`src/rtl/base_pkg.sv`:
```
// Shared helpers for the base pipeline blocks.
package base_pkg;

  // Bits needed to count 0..depth valid stages.
  function automatic int cnt_width(input int depth);
    return $clog2(depth + 32'sd1);
  endfunction

endpackage

```
`src/rtl/base_vlat_pipe_if.sv`:
```
// Valid/ready beat interface for base_vlat_pipe, with flush and occupancy.
interface base_vlat_pipe_if
  import base_pkg::*;
#(
  parameter int width = 1,
  parameter int depth = 2
) ();
  localparam int cw = cnt_width(depth);

  logic             flush;
  logic             i_v;
  logic [width-1:0] i_d;
  logic             i_r;
  logic             o_v;
  logic [width-1:0] o_d;
  logic             o_r;
  logic [cw-1:0]    o_cnt;

  modport master (output flush, i_v, i_d, o_r, input i_r, o_v, o_d, o_cnt);
  modport slave  (input flush, i_v, i_d, o_r, output i_r, o_v, o_d, o_cnt);
endinterface

```
`src/rtl/base_vlat_pipe_stage.sv`:
```
// One pipeline stage: valid bit plus data register with load enable and flush.
module base_vlat_pipe_stage #(
  parameter int               width = 1,
  parameter logic [width-1:0] rstv  = '0
) (
  input  logic             clk,
  input  logic             reset_n,
  input  logic             flush,
  input  logic             ld,
  input  logic             src_v,
  input  logic [width-1:0] src_d,
  output logic             v,
  output logic [width-1:0] d
);

  // Valid bit: cleared by flush, otherwise follows the source when advancing.
  always_ff @(posedge clk or negedge reset_n) begin
    if (!reset_n) begin
      v <= 1'b0;
    end else if (flush) begin
      v <= 1'b0;
    end else if (ld) begin
      v <= src_v;
    end
  end

  // Data only captures real beats so idle cycles do not toggle the register.
  always_ff @(posedge clk or negedge reset_n) begin
    if (!reset_n) begin
      d <= rstv;
    end else if (ld && src_v) begin
      d <= src_d;
    end
  end

endmodule

```
`src/rtl/base_vlat_pipe.sv`:
```
// Depth-configurable valid/ready pipeline with bubble collapsing, flush and
// registered occupancy count.
module base_vlat_pipe
  import base_pkg::*;
#(
  parameter int               width = 1,
  parameter int               depth = 2,
  parameter logic [width-1:0] rstv  = '0
) (
  input logic             clk,
  input logic             reset_n,
  base_vlat_pipe_if.slave pif
);
  localparam int cw = cnt_width(depth);

  logic [depth-1:0] v_s;
  logic [depth-1:0] adv_s;
  logic [depth-1:0] nv_s;
  logic [depth-1:0] src_v_s;
  logic [width-1:0] d_s     [depth];
  logic [width-1:0] src_d_s [depth];
  logic [cw-1:0]    cnt_nxt_s;
  logic [cw-1:0]    cnt_r;

  // Ready chain: a stage advances unless it and everything below it is full
  // while the sink stalls.
  always_comb begin
    logic full_below;
    full_below = 1'b1;
    adv_s      = '0;
    for (int k = depth - 1; k >= 0; k--) begin
      full_below = full_below & v_s[k];
      adv_s[k]   = ~full_below | pif.o_r;
    end
  end

  for (genvar k = 0; k < depth; k++) begin : g_stage
    if (k == 0) begin : g_head
      assign src_v_s[k] = pif.i_v;
      assign src_d_s[k] = pif.i_d;
    end else begin : g_body
      assign src_v_s[k] = v_s[k-1];
      assign src_d_s[k] = d_s[k-1];
    end

    base_vlat_pipe_stage #(
      .width (width),
      .rstv  (rstv)
    ) u_stage (
      .clk     (clk),
      .reset_n (reset_n),
      .flush   (pif.flush),
      .ld      (adv_s[k] & ~pif.flush),
      .src_v   (src_v_s[k]),
      .src_d   (src_d_s[k]),
      .v       (v_s[k]),
      .d       (d_s[k])
    );
  end

  // Next-state valids mirror the stage update so the count tracks each edge.
  always_comb begin
    nv_s = '0;
    for (int k = 0; k < depth; k++) begin
      if (pif.flush) begin
        nv_s[k] = 1'b0;
      end else if (adv_s[k]) begin
        nv_s[k] = src_v_s[k];
      end else begin
        nv_s[k] = v_s[k];
      end
    end
  end

  // Population count of next-state valids.
  always_comb begin
    cnt_nxt_s = '0;
    for (int k = 0; k < depth; k++) begin
      cnt_nxt_s = cnt_nxt_s + cw'(nv_s[k]);
    end
  end

  // Occupancy register.
  always_ff @(posedge clk or negedge reset_n) begin
    if (!reset_n) begin
      cnt_r <= '0;
    end else begin
      cnt_r <= cnt_nxt_s;
    end
  end

  assign pif.i_r   = adv_s[0] & ~pif.flush & reset_n;
  assign pif.o_v   = v_s[depth-1];
  assign pif.o_d   = d_s[depth-1];
  assign pif.o_cnt = cnt_r;

endmodule

```
`src/flat_wrapper.sv`:
```
// flat-port wrapper written by rule: the top's interface ports become plain ports
module base_vlat_pipe_flat import base_pkg::*;
#(
  parameter int               width = 1,
  parameter int               depth = 2,
  parameter logic [width-1:0] rstv  = '0
)
  (clk, reset_n, pif_flush, pif_i_v, pif_i_d, pif_o_r, pif_i_r, pif_o_v, pif_o_d, pif_o_cnt);
  base_vlat_pipe_if #(.width(width), .depth(depth)) pif_i ();
  input logic clk;
  input logic reset_n;
  input wire logic [$bits(pif_i.flush)-1:0] pif_flush;
  input wire logic [$bits(pif_i.i_v)-1:0] pif_i_v;
  input wire logic [$bits(pif_i.i_d)-1:0] pif_i_d;
  input wire logic [$bits(pif_i.o_r)-1:0] pif_o_r;
  output wire logic [$bits(pif_i.i_r)-1:0] pif_i_r;
  output wire logic [$bits(pif_i.o_v)-1:0] pif_o_v;
  output wire logic [$bits(pif_i.o_d)-1:0] pif_o_d;
  output wire logic [$bits(pif_i.o_cnt)-1:0] pif_o_cnt;
  assign pif_i.flush = pif_flush;
  assign pif_i.i_v = pif_i_v;
  assign pif_i.i_d = pif_i_d;
  assign pif_i.o_r = pif_o_r;
  assign pif_i_r = pif_i.i_r;
  assign pif_o_v = pif_i.o_v;
  assign pif_o_d = pif_i.o_d;
  assign pif_o_cnt = pif_i.o_cnt;
  base_vlat_pipe #(.width(width), .depth(depth), .rstv(rstv)) u_core (.clk(clk), .reset_n(reset_n), .pif(pif_i));
endmodule
```
`config.mk`:
```
export PLATFORM = sky130hd
export DESIGN_NAME = base_vlat_pipe_flat
export DESIGN_NICKNAME = d
export VERILOG_FILES = /design/src/rtl/base_pkg.sv /design/src/rtl/base_vlat_pipe_if.sv /design/src/rtl/base_vlat_pipe_stage.sv /design/src/rtl/base_vlat_pipe.sv /design/src/flat_wrapper.sv
export SDC_FILE = /design/constraint.sdc
export NUM_CORES = 1
export LEC_CHECK = 0
export BUFFER_PORTS_ARGS = -buffer_cell sky130_fd_sc_hd__buf_4
export CORE_AREA = 2 2 39 41
export CTS_CLUSTER_DIAMETER = 60
export DETAILED_ROUTE_END_ITERATION = 10
export DIE_AREA = 0 0 41 43
export MAX_ROUTING_LAYER = met4
export SLEW_MARGIN = 15
export SYNTH_ARGS = -nofsm -noshare
export SYNTH_HDL_FRONTEND = slang
export SYNTH_SLANG_ARGS = --single-unit
export TNS_END_PERCENT = 50
```
`constraint.sdc`:
```
create_clock -name clk -period 1.4 [get_ports clk]
set_input_delay 0.07 -clock clk [delete_from_list [all_inputs] [get_ports clk]]
set_output_delay 0.07 -clock clk [all_outputs]
set_load 0.05 [all_outputs]
```
### Yosys cells after proc, flatten, opt, wreduce, memory -nomap -nowiden

Cells that the tools add are included.

* bits in registers: 6
* input port bits: 6
* output and inout port bits: 5
* word-level logic and storage cells: 27

* add/sub/neg operators: 1
* muxes and demuxes: 8
* bitwise gates (word level): 9
* reductions and logical operators: 4

Operators with widths (count)
* $mux 1: 8
* $and 1x1->1: 4
* $reduce_bool 2->1: 2
* $not 1->1: 3
* $add 1x1->2: 1
* $logic_and 1x1->1: 2
* $or 1x1->1: 2

### Depth between registers and ports, before layout

Gate-level depths: netlist of run 1.

* word-level depth: 6
* depth in mapped cells: 4

### Hierarchy

From an unflattened synthesis of run 1, not the netlist that was laid out.

* cells, all modules: 23
* area total of the unflattened synthesis: 280.3 sq um

By module, submodules not included
* base_vlat_pipe_stage: instances 2, cells an instance 6, area each 82.6 sq um, sequential area each 50.0 sq um
* base_vlat_pipe: instances 1, cells an instance 11, area each 115.1 sq um, sequential area each 50.0 sq um

### Worst setup path before layout of run 1

No wires, ideal clock.

* path kind: flip-flop to output port
* from: register u_core.g_stage[1].u_stage.v
* to: output pif_i_r
* arrival: 2041 ps
* required time: 1330 ps
* setup slack: -711 ps
* stages on the path, launching flop included: 3
* buffers on the path: 0
* cells stage by stage: dfrtp_1 -> and3b_2 -> nor3b_1

* longest elaborated chain between the ends: 5

RTL lines
* start, declared: RTL line base_vlat_pipe_stage.sv:12 `output logic v,`
* start signal, assigned: RTL line base_vlat_pipe_stage.sv:23 `v <= src_v;`
* $and 1x1->1: RTL line base_vlat_pipe.sv:32 `full_below = full_below & v_s[k];`
* $not 1->1: RTL line base_vlat_pipe.sv:33 `adv_s[k] = ~full_below | pif.o_r;`
* $or 1x1->1: RTL line base_vlat_pipe.sv:33
* $and 1x1->1 (2 in a row): RTL line base_vlat_pipe.sv:92 `assign pif.i_r = adv_s[0] & ~pif.flush & reset_n;`
* end, declared: RTL line flat_wrapper.sv:16 `output wire logic [$bits(pif_i.i_r)-1:0] pif_i_r;`

No other way between the ends.

### Worst setup path in the final report of run 1

Ends and elaborated chain as after synthesis.

==> metrics.md, run 1 <==
| Metric | Value |
|---|---|
| Status | `complete, no violations` |
| Synthesized net count | `28` |
| CTS tree | `built` |
| Die width | `41 um` |
| DR vias | `205` |
| Power Total | `about 520 uW` |
| Syn avg cell area | `12.33 um2` |
| Post-Layout Cell Count | `52` |
| Vias in the first global route | `184` |
| I/O pin total | `11` |
| Post-Route WL | `roughly 480 um` |
| FF+latch area | `151.4 um2` |
| Synth top cells by count | `6 x dfrtp_1, 5 x nor2_1, 2 x inv_1` |
| Number of synthesized register bits | `6` |
| CP Max Fanout | `4` |
| Area of the core | `approximately 0.0014 mm2` |
| Peak ir drop on the vdd network | `0.3531 mV` |
| Top FF cell, synth | `dfrtp_1` |
| Yosys top cell area share | `57.97%` |
| Clock Skews | `0.006480 ns` |
| Finish-stage setup viols | `0` |
| Cell variety after synth | `11` |
| Worst EP required | `1.33 ns` |
| Die Ht | `43 um` |
| Yosys warnings | `0` |
| Area of the multi-input gates | `112.6 um2` |
| Most numerous cell in the Yosys netlist | `dfrtp_1` |
| Max-cap violations | `0` |
| Antenna violations before repair | `0` |
| Worst setup SP type | `flop` |
| Worst skew pair latency | `0.25 ns` |
| Number of flops mapped to enable cells by yosys | `0` |
| RSZ-0062 raised after global routing | `no` |
| # nets final | `44` |
| CTS H-tree lvls | `1` |
| Clock root cell | `clkbuf_4` |
| Row count | `14` |
| Max Slew Vio Count | `0` |
| Relative slew margins | `between 80% and 90%` |
| Setup Fix Bufs, Post-CTS | `0` |
| Ant. Diodes | `0` |
| Clock slew at reported path FFs | `0.05 ns` |
| # DRC | `0` |
| Largest net degree at the start of global routing | `8` |
| Clock buffer count from CTS | `3` |
| First-pass GRT wire length | `717 um` |
| GRT overflow | `0` |
| Syn Inst Count | `21` |
| Initial core utilization | `a little under a fifth` |
| Gr usage total | `~7.5%` |
| Area grow syn2layout | `55.56%` |
| DP HPWL | `356.8 um` |
| Pwr/cell area | `1283 mW/mm2` |
| Final core utilization | `between 20% and 30%` |
| WP data arrival | `between 1 and 1.5 ns` |
| Synthesized area | `about 260 um2` |
| 1st-iter DRT viols | `0` |
| F_max | `0.7466 GHz` |
| Sequential element share of the synthesized area | `57.97%` |
| Worst setup path class | `reg -> out` |
| Leakage power | `0.0002035 uW` |
| Die ar. | `approximately 0.0018 mm2` |
| CTS max path bufs | `2` |
| DP Area | `366.6 um2` |
| Pre-antenna DRT Iters | `1` |
| Wire length per cell | `between 9 and 10 um` |
| Leading area contributor after synthesis | `dfrtp_1` |
| Port buffer count | `10` |
| Largest cells by area after synthesis | `dfrtp_1 58%, nor2_1 7.2%, mux2_4 5.8%` |
| Post-DRT Antenna Nets | `0` |
| Fillers | `between 100 and 150` |
| Via density | `around 3.9` |
| Setup TNS Final | `0 ns` |
| Ratio of cells with drive above 1 in the final layout | `52.78%` |
| Met2 Routed Length | `~180 um` |
| Final hold vios | `0` |
| Placed insts | `47` |
| Post-synth ARST share | `100.0%` |
| Num Clock Sinks | `6` |
| Worst-Margin Slew | `0.1597 ns` |
| DR WL met3 | `63 um` |
| GPL Wtd Cong | `0.6411` |
| Hold Crit Class | `in -> reg` |
| Highest metal used | `met4` |
| CP endpoint kind | `primary output` |
| Cell area after layout | `402.9 um2` |
| Final Cycle Share | `between 90% and 100%` |
| Fin crit period | `1.339 ns` |
| Metal-1 WL | `221 um` |
==> through the flow <==
step | hold WS, ns | setup slack, ns
after global placement | -0.1167 | 0.1288
after CTS | 0.04264 | 0.04611
after detailed placement | -0.1173 | 0.1270
after floorplan | -0.2256 | 0.01044
after global routing | 0.05457 | 0.003598
final | 0.04883 | 0.06052
==> flip-flops by register name, indices dropped and copies added (netlist names) <==
| signal | flops |
|---|---|
| u_core.g_stage.u_stage.d | 2 |
| u_core.g_stage.u_stage.v | 2 |
| u_core.pif.o_cnt | 2 |
==> power by group <==
| group | internal, uW | total (uW) | switching, uW |
|---|---|---|---|
| clock | 108 | 175 | 66.5 |
| combinational | 55.1 | 137 | 82.0 |
| sequential | 194 | 205 | 10.7 |
| total | 358 | 517 | 159 |
==> cells in the final DEF (no fill, tap or decap) <==
cell and instances:
clkbuf_4 3, nor3b_4 1, a21oi_1 1, mux2_2 1, a211o_1 1, buf_4 10
inv_1 2, dlygate4sd3_1 1, and3b_2 1, dfrtp_2 1, nor3b_2 1, mux2_4 1
nor2_1 5, dfrtp_1 5, clkbuf_1 1, ha_1 1
==> metal layers <==
layer	vias up	global-route usage (%)
met4	0	10.00
met3	2	3.141
met1	90	9.000
li1	100	-
met5	-	-
met2	13	7.500
==> kinds of logic (layout without fill, tap and decap cells) <==
| family | after synthesis | after routing | share of synthesized area, % |
|---|---|---|---|
| mux | 2 | 2 | 10.14 |
| fa+ha+maj | 1 | 1 | 4.830 |
| compound gates | 2 | 2 | 5.313 |
| flops | 6 | 6 | 57.97 |
| simple gates | 8 | 8 | 18.84 |
| buf+inv | 2 | 17 | 2.900 |
==> path summary, 6_finish.rpt <==
| check | cells past startpoint | to | start | slack (ns) |
|---|---|---|---|---|
| min in group asynchronous | 2 | u_core.pif.o_cnt[0]$_DFF_PN0_ | reset_n | 0.16 |
| worst min register to register | 1 | u_core.g_stage[1].u_stage.d$_DFFE_PN0P_ | u_core.g_stage[0].u_stage.d$_DFFE_PN0P_ | 0.50 |
| max in group asynchronous | 2 | u_core.g_stage[1].u_stage.v$_DFFE_PN0P_ | reset_n | 1.11 |
| worst max-delay path | 3 | pif_i_r | u_core.g_stage[1].u_stage.v$_DFFE_PN0P_ | 0.06 |
| worst max register to register | 3 | u_core.g_stage[0].u_stage.d$_DFFE_PN0P_ | u_core.g_stage[1].u_stage.v$_DFFE_PN0P_ | 0.12 |
| worst min-delay path | 2 | u_core.g_stage[1].u_stage.v$_DFFE_PN0P_ | pif_flush | 0.05 |
==> cell type report <==
class	instances	share of cell area, %
Timing Repair Buffer	11	21.12
Inverter	2	1.863
Multi-Input combinational cell	13	27.95
Tap cell	16	4.969
Sequential cell	6	37.58
Clock buffer	4	6.522
==> timing repair <==
item | 4_1_cts | 5_1_grt
resized for setup | 0 | 0
hold endpoints to repair | 6 | 0
hold buffers | 1 | 0
setup endpoints to repair | 0 | 0
==> critical path, stage by stage, from the launching register on <==
cell and delay (ns):
dfrtp_2 0.41, and3b_2 0.24, nor3b_4 0.16, buf_4 0.21
Note: power is estimated with default switching activity, not from simulation.
==> run 2, diff against run 1 <==
==> constraint.sdc (replaced) <==
create_clock -name clk -period 1.4 [get_ports clk]
set_input_delay 0.14 -clock clk [delete_from_list [all_inputs] [get_ports clk]]
set_output_delay 0.14 -clock clk [all_outputs]
set_load 0.05 [all_outputs]
==> metrics.md, run 2 (synthesis results as in run 1) <==
| Metric | Value |
|---|---|
| Switching Share | `31.19% (+0.38 points)` |
| Clock Skews | `0.006689 ns (+0.0002093 ns)` |
| WP data arrival | `1.25 ns (-0.02 ns)` |
| Status | `complete, no violations` |
| Placed insts | `47 (unchanged)` |
| Clk pwr share | `33.7% (about the same)` |
| DR vias | `205 (unchanged)` |
| # nets final | `45 (+2.3%)` |
| Worst-Margin Slew | `0.1750 ns (+0.01526 ns)` |
| Worst skew pair latency | `0.25 ns (about the same)` |
| P_sw | `163.4 uW (+2.6%)` |
| First-pass GRT wire length | `952 um (+33%)` |
| Port buffer count | `10 (unchanged)` |
| GRT overflow | `0 (unchanged)` |
| DP HPWL | `392.1 um (+9.9%)` |
| Ant. Diodes | `0 (unchanged)` |
| Ratio of cells with drive above 1 in the final layout | `54.05% (+1.3 points)` |
| DP Area | `366.6 um2 (unchanged)` |
| Final hold vios | `0 (unchanged)` |
| Initial core utilization | `18.72% (unchanged)` |
| F_max | `0.7202 GHz (-3.5%)` |
| Max Slew Vio Count | `0 (unchanged)` |
| Die width | `41 um (unchanged)` |
| 1st-iter DRT viols | `0 (unchanged)` |
| Worst EP required | `1.26 ns (-0.07 ns)` |
| Post-Layout Cell Count | `53 (+1.9%)` |
| Worst Reg-to-Reg Cells | `4 (+1)` |
| Fin Hold WS | `0.1295 ns (+0.08064 ns)` |
| Worst min-delay path endpoint | `u_core.g_stage[1].u_stage.v$_DFFE_PN0P_` |
| Leakage power | `0.0002098 uW (+3.1%)` |
| Die ar. | `0.001763 mm2 (unchanged)` |
| P_int | `360.4 uW (+0.81%)` |
| GPL Wtd Cong | `0.6404 (-0.11%)` |
| Final core utilization | `29.93% (+0.81 points)` |
| Launch point of the worst reg-to-reg path | `u_core.g_stage[1].u_stage.v$_DFFE_PN0P_` |
| CTS H-tree lvls | `1 (unchanged)` |
| Pwr/cell area | `1265 mW/mm2 (-1.4%)` |
| Worst r2r dst | `u_core.pif.o_cnt[0]$_DFF_PN0_` |
| Area of the core | `0.001384 mm2 (unchanged)` |
| Fillers | `151 (+2.7%)` |
| Largest net degree at the start of global routing | `8 (unchanged)` |
| Max-cap violations | `0 (unchanged)` |
| Seq pwr share | `38.9% (-0.8 points)` |
| Most frequent cells in the layout | `10 x buf_4, 5 x nor2_1, 5 x dfrtp_1` |
| RSZ-0062 raised after global routing | `yes` |
| Gr usage total | `8.921% (+1.4 points)` |
| Clock buffer count from CTS | `3 (unchanged)` |
| # DRC | `0 (unchanged)` |
| Row count | `14 (unchanged)` |
| Relative slew margins | `88.29% (-1.1 points)` |
| Clock slew at reported path FFs | `0.05 ns (about the same)` |
| Post-DRT Antenna Nets | `0 (unchanged)` |
| Wire length per cell | `10.58 um (+15%)` |
| Post-Route WL | `561 um (+17%)` |
| Num Clock Sinks | `6 (unchanged)` |
| Cell area after layout | `414.1 um2 (+2.8%)` |
| Worst setup SP type | `flop` |
| Fin crit period | `1.389 ns (+0.04907 ns)` |
| I/O pin total | `11 (unchanged)` |
| Peak ir drop on the vdd network | `0.3715 mV (+5.2%)` |
| Die Ht | `43 um (unchanged)` |
| Finish-stage setup viols | `0 (unchanged)` |
| Hold path depth | `2 (unchanged)` |
| Antenna violations before repair | `0 (unchanged)` |
| Vias in the first global route | `230 (+25%)` |
| Worst setup path class | `reg -> out` |
| R2R setup slack | `0.12 ns (about the same)` |
| Area grow syn2layout | `59.90%` |
| Clock root cell | `clkbuf_4` |
| Hold Crit Class | `in -> reg` |
| CP Max Fanout | `3 (-1)` |
| CTS tree | `built` |
| Min-delay src | `pif_flush` |
| Final Cycle Share | `99.18% (+3.5 points)` |
| CTS max path bufs | `2 (unchanged)` |
| CP endpoint kind | `primary output` |
| Via density | `3.868 (-1.9%)` |
| Pre-antenna DRT Iters | `1 (unchanged)` |
| Most common cell after layout, fill and taps aside | `buf_4` |
| Combinational Power Share | `27.4% (+0.9 points)` |
-- run 2: cell types whose count changed in the layout (fill, tap and decap cells not counted), sizes merged --
cell | previous run | this run
buf | 10 | 11
-- run 2: repair_timing --
item	in CTS	in global routing
resized for setup	1	0
endpoints found under the hold margin	6	0
pin swaps	2	0
buffers inserted	1	0
endpoints found under the setup margin	1	1
hold buffers	1	0
-- run 2: power groups by stage --
stage | registers, uW | logic [uW] | clock network, uW
3_3_place_gp | 208 | 137 | 0
4_1_cts | 204 | 145 | 184
6_report | 204 | 143 | 177
2_1_floorplan | 256 | 38.3 | 0
3_5_place_dp | 208 | 138 | 0
5_1_grt | 207 | 153 | 190
-- run 2: per-layer routing --
metal	vias up	wire [um]	track usage, %
met5	-	0	-
met4	0	0	8.000
met3	0	70	3.141
met2	11	209	11.25
met1	93	281	10.56
li1	101	-	-
-- run 2: stage by stage --
stage | power, uW | setup TNS [ns] | worst slack, ns
final | 523.8 | 0 | 0.01145
after global placement | 344.4 | 0 | 0.1348
after floorplan | 294.6 | -0.02566 | -0.02566
after CTS | 532.8 | 0 | 0.005668
after global routing | 549.9 | -0.04551 | -0.04551
after detailed placement | 345.4 | 0 | 0.1224
-- run 2: critical path: stages, from the launching register on --
cell     delay (ns)
dfrtp_2        0.39
and3b_2        0.25
nor3b_4        0.18
buf_6          0.18
-- run 2: layout make-up --
type	instances	area [um2]	share of cell area (%)
Timing Repair Buffer	12	96.34	23.26
Multi-Input combinational cell	13	112.6	27.19
Sequential cell	6	151.4	36.56
Inverter	2	7.507	1.813
Tap cell	16	20.02	4.834
Clock buffer	4	26.28	6.344
-- run 2: how the worst max path moves through the flow --
stage / startpoint / end
6_report: u_core.g_stage[1].u_stage.v$_DFFE_PN0P_ / pif_i_r
5_1_grt: u_core.g_stage[1].u_stage.v$_DFFE_PN0P_ / pif_i_r
4_1_cts: u_core.g_stage[1].u_stage.v$_DFFE_PN0P_ / pif_i_r
3_5_place_dp: u_core.g_stage[1].u_stage.v$_DFFE_PN0P_ / u_core.pif.o_cnt[0]$_DFF_PN0_
3_3_place_gp: u_core.g_stage[1].u_stage.v$_DFFE_PN0P_ / u_core.pif.o_cnt[0]$_DFF_PN0_
2_1_floorplan: u_core.g_stage[1].u_stage.v$_DFFE_PN0P_ / pif_i_r
==> run 3, diff against run 2 <==
clock period = 1.33 ns   (was 1.4 ns; I/O delays follow)
==> metrics.md, run 3 (synthesis results as in run 1) <==
| Metric | Value |
|---|---|
| Pre-antenna DRT Iters | `2 (+1)` |
| Via density | `4.094 (+5.9%)` |
| CP endpoint kind | `primary output` |
| Worst-Margin Slew | `0.2688 ns (+0.09382 ns)` |
| I/O pin total | `11 (unchanged)` |
| Area grow syn2layout | `59.90% (unchanged)` |
| Pwr/cell area | `1341 mW/mm2 (+6.1%)` |
| # DRC | `0 (unchanged)` |
| CTS max path bufs | `2 (unchanged)` |
| Die width | `41 um (unchanged)` |
| Worst stage delay on the critical path | `0.39 ns (about the same)` |
| Max Slew Vio Count | `0 (unchanged)` |
| Worst skew pair latency | `0.25 ns (about the same)` |
| DR vias | `217 (+5.9%)` |
| Num Clock Sinks | `6 (unchanged)` |
| Worst EP required | `1.20 ns (-0.06 ns)` |
| GPL Wtd Cong | `0.6601 (+3.1%)` |
| P_sw | `175.7 uW (+7.6%)` |
| Clk pwr share | `34.1% (+0.4 points)` |
| Ant. Diodes | `0 (unchanged)` |
| Hold Crit Class | `in -> reg` |
| CTS tree | `built` |
| Max-cap violations | `0 (unchanged)` |
| Clock Skews | `0.01053 ns (+0.003842 ns)` |
| Fillers | `140 (-7.3%)` |
| Post-Layout Cell Count | `53 (unchanged)` |
| Leakage power | `0.0002098 uW (unchanged)` |
| Finish-stage setup viols | `1 (+1)` |
| Fin crit period | `about 1.4 ns` |
| Hold path depth | `2 (unchanged)` |
| Combinational Power Share | `27.2% (-0.2 points)` |
| CP Max Fanout | `3 (unchanged)` |
| Worst setup SP type | `flop` |
| RSZ-0062 raised after global routing | `yes` |
| Worst Reg-to-Reg Cells | `4 (unchanged)` |
| Area of the core | `0.001384 mm2 (unchanged)` |
| Most common cell after layout, fill and taps aside | `buf_4` |
| F_max | `0.7230 GHz` |
| Critical Path, Cell by Cell | `and3b_2 -> nor3b_4 -> buf_6` |
| Placed insts | `47 (unchanged)` |
| Vias in the first global route | `230 (unchanged)` |
| Wire length per cell | `10.94 um (+3.4%)` |
| Fin worst setup slack | `-0.05321 ns (-0.06465 ns)` |
| Clock root cell | `clkbuf_4` |
| # nets final | `45 (unchanged)` |
| Gr usage total | `9.016% (+0.094 points)` |
| Ratio of cells with drive above 1 in the final layout | `54.05% (unchanged)` |
| Die Ht | `43 um (unchanged)` |
| Clock slew at reported path FFs | `0.05 ns (about the same)` |
| Die ar. | `0.001763 mm2 (unchanged)` |
| Initial core utilization | `18.72% (unchanged)` |
| WP data arrival | `1.25 ns (about the same)` |
| Seq pwr share | `38.7% (-0.2 points)` |
| CTS H-tree lvls | `1 (unchanged)` |
| DP HPWL | `407.9 um (+4.0%)` |
| Buf+Inv Stages, Crit Path | `1 (unchanged)` |
| Peak ir drop on the vdd network | `0.5658 mV (+52%)` |
| Delay-heaviest family, CP | `simple AND/OR/NAND/NOR gates` |
| Fin Hold WS | `0.1100 ns (-0.01945 ns)` |
| Largest net degree at the start of global routing | `8 (unchanged)` |
| Row count | `14 (unchanged)` |
| Antenna violations before repair | `0 (unchanged)` |
| Post-Route WL | `580 um (+3.4%)` |
| Failing checks | `negative setup slack` |
| Worst slack, placed | `0.06052 ns (-0.06188 ns)` |
| Port buffer count | `10 (unchanged)` |
| Post-DRT Antenna Nets | `0 (unchanged)` |
| Most frequent cells in the layout | `10 x buf_4, 5 x nor2_1, 5 x dfrtp_1` |
| Final Cycle Share | `104.0%` |
| 1st-iter DRT viols | `1 (+1)` |
| Final hold vios | `0 (unchanged)` |
| Status | `complete, but fails checks` |
| First-pass GRT wire length | `966 um (+1.5%)` |
| Relative slew margins | `82.02% (-6.3 points)` |
| Clock buffer count from CTS | `3 (unchanged)` |
| Critical-path top delay cell | `dfrtp_2` |
| Worst setup path class | `reg -> out` |
| WP depth | `3 (unchanged)` |
| Switching Share | `31.63% (+0.44 points)` |
| GRT overflow | `0 (unchanged)` |
| P_int | `379.8 uW (+5.4%)` |
## run 3: cell counts in the layout (fill, tap and decap cells not counted)
Identical to the previous run, type by type.
## run 3: timing repair
action | in CTS | in global routing
gates resized for setup | 1 | 0
buffers inserted | 1 | 0
pin swaps | 2 | 0
hold buffers | 1 | 0
endpoints found under the setup margin | 1 | 2
hold endpoints to repair | 6 | 0
## run 3: metal layers
| metal | wire (um) | GRT usage, % | vias to the layer above |
|---|---|---|---|
| met5 | 0 | - | - |
| met4 | 23 | 8.000 | 0 |
| met3 | 83 | 3.665 | 4 |
| met2 | 212 | 10.31 | 14 |
| met1 | 260 | 11.51 | 97 |
| li1 | - | - | 102 |
## run 3: through the flow
stage          power (uW)  utilization, %  area [um2]  TNS (ns)
4_1_cts             564.2           29.93       414.1  -0.05381
6_report            555.5           29.93       414.1  -0.05321
3_3_place_gp        362.3           26.49       366.6         0
3_5_place_dp        363.8           26.49       366.6         0
5_1_grt             585.0           29.93       414.1   -0.1117
2_1_floorplan       310.1               -       271.5   -0.1607
## run 3: cell type report
type | instances | area (um2) | area share [%]
well taps | 16 | 20.02 | 4.834
repair buffers | 12 | 96.34 | 23.26
multi-input cells | 13 | 112.6 | 27.19
inverters | 2 | 7.507 | 1.813
flip-flops and latches | 6 | 151.4 | 36.56
clock buffers | 4 | 26.28 | 6.344
## run 3: path summary, 6_finish.rpt
check,startpoint,endpoint,slack [ns]
hold reg to reg,u_core.g_stage[0].u_stage.d$_DFFE_PN0P_,u_core.g_stage[1].u_stage.d$_DFFE_PN0P_,0.51
max in group asynchronous,reset_n,u_core.g_stage[1].u_stage.v$_DFFE_PN0P_,0.81
setup / recovery,u_core.g_stage[1].u_stage.v$_DFFE_PN0P_,pif_i_r,-0.05
hold / removal,pif_flush,u_core.g_stage[1].u_stage.v$_DFFE_PN0P_,0.11
setup reg to reg,u_core.g_stage[1].u_stage.v$_DFFE_PN0P_,u_core.pif.o_cnt[0]$_DFF_PN0_,0.06
min in group asynchronous,reset_n,u_core.pif.o_cnt[0]$_DFF_PN0_,0.29
## run 3: power groups by stage
stage               combinational, uW  clock (uW)  sequential [uW]
floorplan                        40.3           0              270
global placement                  144           0              219
detailed placement                145           0              219
CTS                               153         196              215
global route                      161         207              217
finish                            151         189              215
